`config.mk`:
```
export PLATFORM = sky130hd
export DESIGN_NAME = draw_sequencer
export DESIGN_NICKNAME = d
export VERILOG_FILES = /design/src/rtl/draw_pkg.sv /design/src/rtl/draw_pixel_mux.sv /design/src/rtl/draw_sequencer.sv
export SDC_FILE = /design/constraint.sdc
export NUM_CORES = 1
export LEC_CHECK = 0
export ABC_AREA = 0
export CAP_MARGIN = 0
export CELL_PAD_IN_SITES_DETAIL_PLACEMENT = 1
export CELL_PAD_IN_SITES_GLOBAL_PLACEMENT = 1
export CORE_MARGIN = 5
export CORE_UTILIZATION = 28
export CTS_CLUSTER_DIAMETER = 50
export DETAILED_ROUTE_END_ITERATION = 16
export GPL_TIMING_DRIVEN = 0
export HOLD_SLACK_MARGIN = 0.15
export PLACE_DENSITY = 0.76
export SLEW_MARGIN = 20
export SYNTH_ARGS = -nofsm -noshare
export SYNTH_HDL_FRONTEND = slang
export SYNTH_HIERARCHICAL = 1
export SYNTH_SLANG_ARGS = --single-unit
export TNS_END_PERCENT = 1
```
`constraint.sdc`:
```
create_clock -name clk -period 2.2 [get_ports clk]
set_input_delay 0.44 -clock clk [delete_from_list [all_inputs] [get_ports clk]]
set_output_delay 0.44 -clock clk [all_outputs]
set_load 0.01 [all_outputs]
```
`src/rtl/draw_pkg.sv`:
```
// Shared widths, layer indices and sequencer state encoding
// for the frame draw controller.
package draw_pkg;

  localparam int X_W     = 9;
  localparam int Y_W     = 8;
  localparam int COLOR_W = 12;

  localparam int LAYER_BG   = 0;
  localparam int LAYER_GOLD = 1;
  localparam int LAYER_HOOK = 2;
  localparam int LAYER_WIN  = 3;

  typedef enum logic [2:0] {
    ST_IDLE,
    ST_SCAN,
    ST_START,
    ST_WAIT,
    ST_FRAME_DONE
  } seq_state_e;

  function automatic int sel_width(input int n);
    return (n > 1) ? $clog2(n) : 1;
  endfunction

endpackage

```
`src/rtl/draw_pixel_mux.sv`:
```
// Registered select of one stage's pixel stream onto the VGA port.
// Ports: sel_i/active_i choose the source; vga_*_o are registered.
module draw_pixel_mux
  import draw_pkg::*;
#(
  parameter int NUM_LAYERS = 4,
  parameter int SEL_W      = 2
) (
  input  logic                          clk,
  input  logic                          resetn,
  input  logic [SEL_W-1:0]              sel_i,
  input  logic                          active_i,
  input  logic [X_W*NUM_LAYERS-1:0]     layer_x_i,
  input  logic [Y_W*NUM_LAYERS-1:0]     layer_y_i,
  input  logic [COLOR_W*NUM_LAYERS-1:0] layer_color_i,
  input  logic [NUM_LAYERS-1:0]         layer_we_i,
  output logic [X_W-1:0]                vga_x_o,
  output logic [Y_W-1:0]                vga_y_o,
  output logic [COLOR_W-1:0]            vga_color_o,
  output logic                          vga_plot_o
);

  logic [X_W-1:0]     x_d, x_q;
  logic [Y_W-1:0]     y_d, y_q;
  logic [COLOR_W-1:0] c_d, c_q;
  logic               plot_d, plot_q;

  always_comb begin
    x_d    = layer_x_i[sel_i*X_W +: X_W];
    y_d    = layer_y_i[sel_i*Y_W +: Y_W];
    c_d    = layer_color_i[sel_i*COLOR_W +: COLOR_W];
    plot_d = active_i & layer_we_i[sel_i];
  end

  // Coordinates only move on a plotted pixel so the
  // adapter sees stable values between writes.
  always_ff @(posedge clk or negedge resetn) begin
    if (!resetn) begin
      x_q    <= '0;
      y_q    <= '0;
      c_q    <= '0;
      plot_q <= 1'b0;
    end else begin
      plot_q <= plot_d;
      if (plot_d) begin
        x_q <= x_d;
        y_q <= y_d;
        c_q <= c_d;
      end
    end
  end

  assign vga_x_o     = x_q;
  assign vga_y_o     = y_q;
  assign vga_color_o = c_q;
  assign vga_plot_o  = plot_q;

endmodule

```
`src/rtl/draw_sequencer.sv`:
```
// Frame draw controller: runs enabled stages in index order,
// muxes their pixels to VGA, watchdogs hung stages.
module draw_sequencer
  import draw_pkg::*;
#(
  parameter int NUM_LAYERS = 4,
  parameter int TIMEOUT    = 8192
) (
  input  logic                          clk,
  input  logic                          resetn,
  input  logic                          frame_tick,
  input  logic [NUM_LAYERS-1:0]         layer_mask,
  input  logic [X_W*NUM_LAYERS-1:0]     layer_x,
  input  logic [Y_W*NUM_LAYERS-1:0]     layer_y,
  input  logic [COLOR_W*NUM_LAYERS-1:0] layer_color,
  input  logic [NUM_LAYERS-1:0]         layer_we,
  input  logic [NUM_LAYERS-1:0]         layer_done,
  output logic [NUM_LAYERS-1:0]         enable_draw,
  output logic [X_W-1:0]                vga_x,
  output logic [Y_W-1:0]                vga_y,
  output logic [COLOR_W-1:0]            vga_color,
  output logic                          vga_plot,
  output logic                          busy,
  output logic                          frame_done,
  output logic                          frame_overrun,
  output logic [NUM_LAYERS-1:0]         layer_timeout
);

  localparam int SEL_W = sel_width(NUM_LAYERS);
  localparam int WD_W  = $clog2(TIMEOUT);
  localparam logic [WD_W-1:0] WD_MAX = WD_W'(TIMEOUT - 1);
  localparam logic [SEL_W-1:0] SEL_LAST = SEL_W'(NUM_LAYERS - 1);

  seq_state_e            state_q, state_d;
  logic [SEL_W-1:0]      sel_q, sel_d;
  logic [NUM_LAYERS-1:0] mask_q, mask_d;
  logic                  pend_q, pend_d;
  logic [WD_W-1:0]       wd_q, wd_d;
  logic [NUM_LAYERS-1:0] to_q, to_d;
  logic                  ovr_q, ovr_d;

  logic done_sel;
  logic wd_hit;
  logic last;

  assign done_sel = layer_done[sel_q];
  assign wd_hit   = (wd_q == WD_MAX);
  assign last     = (sel_q == SEL_LAST);

  always_comb begin
    state_d = state_q;
    sel_d   = sel_q;
    mask_d  = mask_q;
    pend_d  = pend_q;
    wd_d    = wd_q;
    to_d    = to_q;
    ovr_d   = 1'b0;

    // Requests outside IDLE queue one frame deep.
    if (frame_tick && state_q != ST_IDLE) begin
      pend_d = 1'b1;
      ovr_d  = pend_q;
    end

    unique case (state_q)
      ST_IDLE: begin
        if (frame_tick || pend_q) begin
          mask_d  = layer_mask;
          sel_d   = SEL_W'(LAYER_BG);
          pend_d  = 1'b0;
          state_d = ST_SCAN;
        end
      end
      ST_SCAN: begin
        if (mask_q[sel_q]) begin
          state_d = ST_START;
        end else if (last) begin
          state_d = ST_FRAME_DONE;
        end else begin
          sel_d = sel_q + 1'b1;
        end
      end
      ST_START: begin
        wd_d    = '0;
        state_d = ST_WAIT;
      end
      ST_WAIT: begin
        if (done_sel || wd_hit) begin
          if (!done_sel) begin
            to_d[sel_q] = 1'b1;
          end
          if (last) begin
            state_d = ST_FRAME_DONE;
          end else begin
            sel_d   = sel_q + 1'b1;
            state_d = ST_SCAN;
          end
        end else begin
          wd_d = wd_q + 1'b1;
        end
      end
      ST_FRAME_DONE: begin
        state_d = ST_IDLE;
      end
      default: begin
        state_d = ST_IDLE;
      end
    endcase
  end

  always_ff @(posedge clk or negedge resetn) begin
    if (!resetn) begin
      state_q <= ST_IDLE;
      sel_q   <= '0;
      mask_q  <= '0;
      pend_q  <= 1'b0;
      wd_q    <= '0;
      to_q    <= '0;
      ovr_q   <= 1'b0;
    end else begin
      state_q <= state_d;
      sel_q   <= sel_d;
      mask_q  <= mask_d;
      pend_q  <= pend_d;
      wd_q    <= wd_d;
      to_q    <= to_d;
      ovr_q   <= ovr_d;
    end
  end

  always_comb begin
    enable_draw = '0;
    if (state_q == ST_START) begin
      enable_draw[sel_q] = 1'b1;
    end
  end

  assign busy          = (state_q != ST_IDLE);
  assign frame_done    = (state_q == ST_FRAME_DONE);
  assign frame_overrun = ovr_q;
  assign layer_timeout = to_q;

  draw_pixel_mux #(
    .NUM_LAYERS (NUM_LAYERS),
    .SEL_W      (SEL_W)
  ) u_mux (
    .clk           (clk),
    .resetn        (resetn),
    .sel_i         (sel_q),
    .active_i      (state_q == ST_WAIT),
    .layer_x_i     (layer_x),
    .layer_y_i     (layer_y),
    .layer_color_i (layer_color),
    .layer_we_i    (layer_we),
    .vga_x_o       (vga_x),
    .vga_y_o       (vga_y),
    .vga_color_o   (vga_color),
    .vga_plot_o    (vga_plot)
  );

endmodule

```
==> results by group <==
Clocking
  • CTS Buffer Depth: 2
  • Worst skew pair latency: 320 ps
  • TritonCTS clock tree: built
  • Clk sinks: 58
  • Clock transition at path regs: 50 ps
  • CTS Buf Count: 9
  • Clock Root Buffer: clkbuf_16
  • H-tree levels: 3

Power
  • Pwr dens: between 1000 and 1500 nW/µm²
  • Clock Power Share: 20.3%
  • Psw: 2.183 mW
  • Maximum vdd drop: 0.0005298 V
  • Gate power share: 52.8%
  • LEAKAGE: 2.345 nW
  • Switching share of power: between 30% and 40%
  • P_int: around 4.4 mW
  • Flop pwr share: a little over a quarter

Logic synthesis
  • Mux cell area share after synthesis: 34.93%
  • Post-synthesis compound-gate area fraction: under 10%
  • Adder-Cell Fraction of Synth Area: 1.872%
  • Largest family of logic cells by synthesized area: multiplexers
  • Register area share after synthesis: between 40% and 50%
  • Avg Cell Area, Syn: 13.75 µm²
  • Synth Area in Simple Gates: 9.884%
  • Net Count, Synth: 379
  • Syn Std Cell Area: 3342 µm²
  • Post-Synth XOR/XNOR Area: 0%
  • Mapped Cells: 243
  • Synth Register Bits: a little under 60
  • Yosys warnings: 6
  • Yosys cell types: 36

Job
  • Max_cap viols: 0

STA
  • Fin crit share: 100.8%
  • Final worst slack: -17.85 ps
  • Tmin final: 2218 ps
  • Worst slew pin tran: 554.5 ps
  • Slew Viols, Final: 0
  • RSZ-0062 raised after global routing: true
  • Fmax: ~450 MHz
  • Final setup viols: 1
  • Rel. slew slack: between 60% and 70%
  • Final clock skew: between 5 and 6 ps
  • Final Hold Vio Count: 0

GRT
  • Largest net degree at the start of global routing: 57
  • Met1 usage: 17.15%
  • Gr usage total: 15.79%
  • Met2 Use GR: 28.97%
  • Initial antenna violation count: 0
  • Number of global-route vias before repair: ~3.2k
  • Most used routing layer: met2
  • Met3 GRT Util: about 5.4%
  • Total congestion overflow: 0
  • First-pass GRT wire length: roughly 18 mm

Routing
  • DRT iter0 DRCs: 73
  • # DRC: 0
  • Routed wire per std cell: approximately 19 µm
  • Post-DR vias/cell: 4.921
  • Drt total wl: 11.14 mm
  • Vias: 2,874
  • Antenna Nets Post-Route: 0
  • TritonRoute pass-1 iters: 4

Setup path
  • Worst flop-to-flop path startpoint: sel_q[0]
  • Worst path arrival time: approximately 2500 ps
  • Crit path required time: 2450 ps
  • Crit path capture type: flip-flop
  • Worst r2r dst: wd_q[11]
  • R2r setup slk: 0 ps
  • Crit path cell chain: clkdlybuf4s50_1, mux4_2, nand3b_4, a21o_1, buf_6, or4_4, a21oi_4
  • Slowest CP cell: or4_4
  • Worst reg2reg path depth: 6
  • Worst-path fanout max: 10
  • Critical path class: in2reg
  • Critical path launch point type: input port
  • Crit path largest cell delay: 510 ps

Layout
  • Antenna fix cells: 0
  • Multi-input logic area: approximately 1800 µm²
  • Share of layout cells above drive strength 1: 24.26%
  • P&R area growth vs syn: 69.86%
  • Core Util, Final: 47.86%
  • NumNets Final: between 500 and 600
  • Layout fillers: 1,243
  • Area taken by flip-flops and latches: 1455 µm²
  • Commonest cells after routing, fill and taps aside: 162 x clkdlybuf4s50_1, 55 x dfrtp_1, 32 x mux2_2, 23 x mux4_2, 12 x nand2_1
  • Commonest non-fill, non-tap cell in the layout: clkdlybuf4s50_1
  • Cell area after layout: around 5700 µm²

Placed design
  • Placed inst area: 5263 µm²
  • Port bufs: ~170
  • RePlAce Congestion: 0.8181
  • Detailed Place HPWL: around 9 mm

Min path
  • Hold Crit Depth: 1
  • Hold worst-path end: layer_timeout[2]
  • Worst Hold Class: reg2reg
  • Hold path start: layer_timeout[2]

Die
  • Row count: 40
  • Die Area: approximately 14,000 µm²
  • Die Wd: 119.3 µm
  • Die H: 119.3 µm
  • Total core area: about 12,000 µm²
  • I/O pin count: roughly 170
  • Initial Utilization: 28.18%

Run status
  • Failing checks: setup timing
  • Outcome: finished, violations left
-- power by group through the flow --
| stage | Sequential, mW | Combinational (mW) | Clock (mW) |
|---|---|---|---|
| finish | 1.77 | 3.46 | 1.33 |
| global placement | 1.78 | 3.32 | 0 |
| CTS | 1.78 | 3.51 | 1.37 |
| global route | 1.83 | 3.73 | 1.42 |
| floorplan | 1.88 | 1.89 | 0 |
| detailed placement | 1.80 | 3.39 | 0 |
-- per-layer routing --
metal  wire (µm)  share of wire (%)
met1        4225                 38
met4         168                1.5
met2        5946                 53
met3         799                7.2
met5           0                  0
-- registers in the layout, indices dropped and copies added, names as in the netlist --
signal	flops
state_q	3
wd_q	13
u_mux/vga_y_o	8
u_mux/vga_color_o	12
mask_q	4
layer_timeout	4
frame_overrun	1
sel_q	2
u_mux/vga_plot_o	1
u_mux/vga_x_o	9
pend_q	1
-- cells by family (layout without fill, tap and decap cells) --
group                      Yosys count  in the layout
adders and majority gates            5              5
AOI/OAI and AO/OA                   30             30
DFF                                 58             58
buffers and inverters               20            214
muxes                               72             72
and+or+nand+nor                     58             58
-- Yosys cell counts --
library cell | instances | area [µm²]
ha_1 | 5 | 62.56
buf_2 | 2 | 10.01
inv_1 | 6 | 22.52
clkbuf_1 | 5 | 18.77
mux4_1 | 7 | 183.9
nand4_1 | 2 | 12.51
mux2_2 | 32 | 360.4
or2_2 | 1 | 6.260
or3_1 | 2 | 12.51
nor3b_1 | 1 | 7.510
buf_6 | 7 | 78.83
mux4_2 | 23 | 518.0
nor3_1 | 4 | 20.02
or2b_1 | 1 | 7.510
o22ai_1 | 1 | 6.260
a21oi_1 | 10 | 50.05
nand3_1 | 8 | 40.04
nor4_1 | 2 | 12.51
dfrtp_1 | 58 | 1451
nand2b_1 | 1 | 6.260
nand2_1 | 12 | 45.04
mux2_4 | 1 | 15.01
o21ai_0 | 5 | 25.02
or4_1 | 6 | 45.04
o21a_1 | 1 | 7.510
nor2_1 | 7 | 26.28
and2b_1 | 1 | 7.510
o31a_1 | 1 | 8.760
o31ai_1 | 6 | 45.04
and3_1 | 5 | 31.28
mux2i_1 | 9 | 90.09
nand3b_4 | 1 | 20.02
o22ai_4 | 1 | 20.02
and2_1 | 3 | 18.77
nand2_4 | 1 | 11.26
a21o_1 | 5 | 37.54
-- timing repair --
action                                 in CTS  in global routing
resized for setup                          21                  6
endpoints found under the hold margin      31                  0
pin swaps                                   2                  2
buffers inserted                            5                  1
setup endpoints to repair                  21                  7
hold buffers                                1                  0
-- metrics by stage --
step / setup TNS [ps] / hold slack, ps / cells / worst slack (ps) / total power, mW
floorplan: 0 / 144.4 / 243 / 47.72 / 3.770
global placement: -74960 / 450.7 / 561 / -1243 / 5.101
detailed placement: -3873 / 246.8 / 562 / -461.0 / 5.194
CTS: -42.37 / 463.0 / 583 / -27.00 / 6.658
global route: -166.6 / 486.2 / 584 / -63.60 / 6.986
finish: -17.85 / 459.5 / 584 / -17.85 / 6.562
-- how the worst max path moves through the flow --
stage,startpoint,endpoint,slack (ps),cells after the start
final,layer_done[1],wd_q[11],-20,7
after global routing,sel_q[0],wd_q[11],-60,6
after CTS,sel_q[0],wd_q[11],-30,6
after floorplan,sel_q[0],wd_q[11],50,6
after detailed placement,layer_done[3],wd_q[11],-460,8
after global placement,resetn,mask_q[1],-1240,1
-- area by class of cell --
cell class	count	area share [%]
tap	147	3.240
clock buffer	12	4.695
inverter	6	0.3967
buffer	13	1.962
sequential	58	25.63
clock inverter	4	0.4408
multi-input combinational	165	31.98
timing repair buffer	179	31.65
-- critical path: cells and delay by family --
family	cells	cell delay [ps]
mux	1	450
buf+inv	2	540
simple gates	2	690
compound gates	2	340
Power figures use the tool's default switching activity.
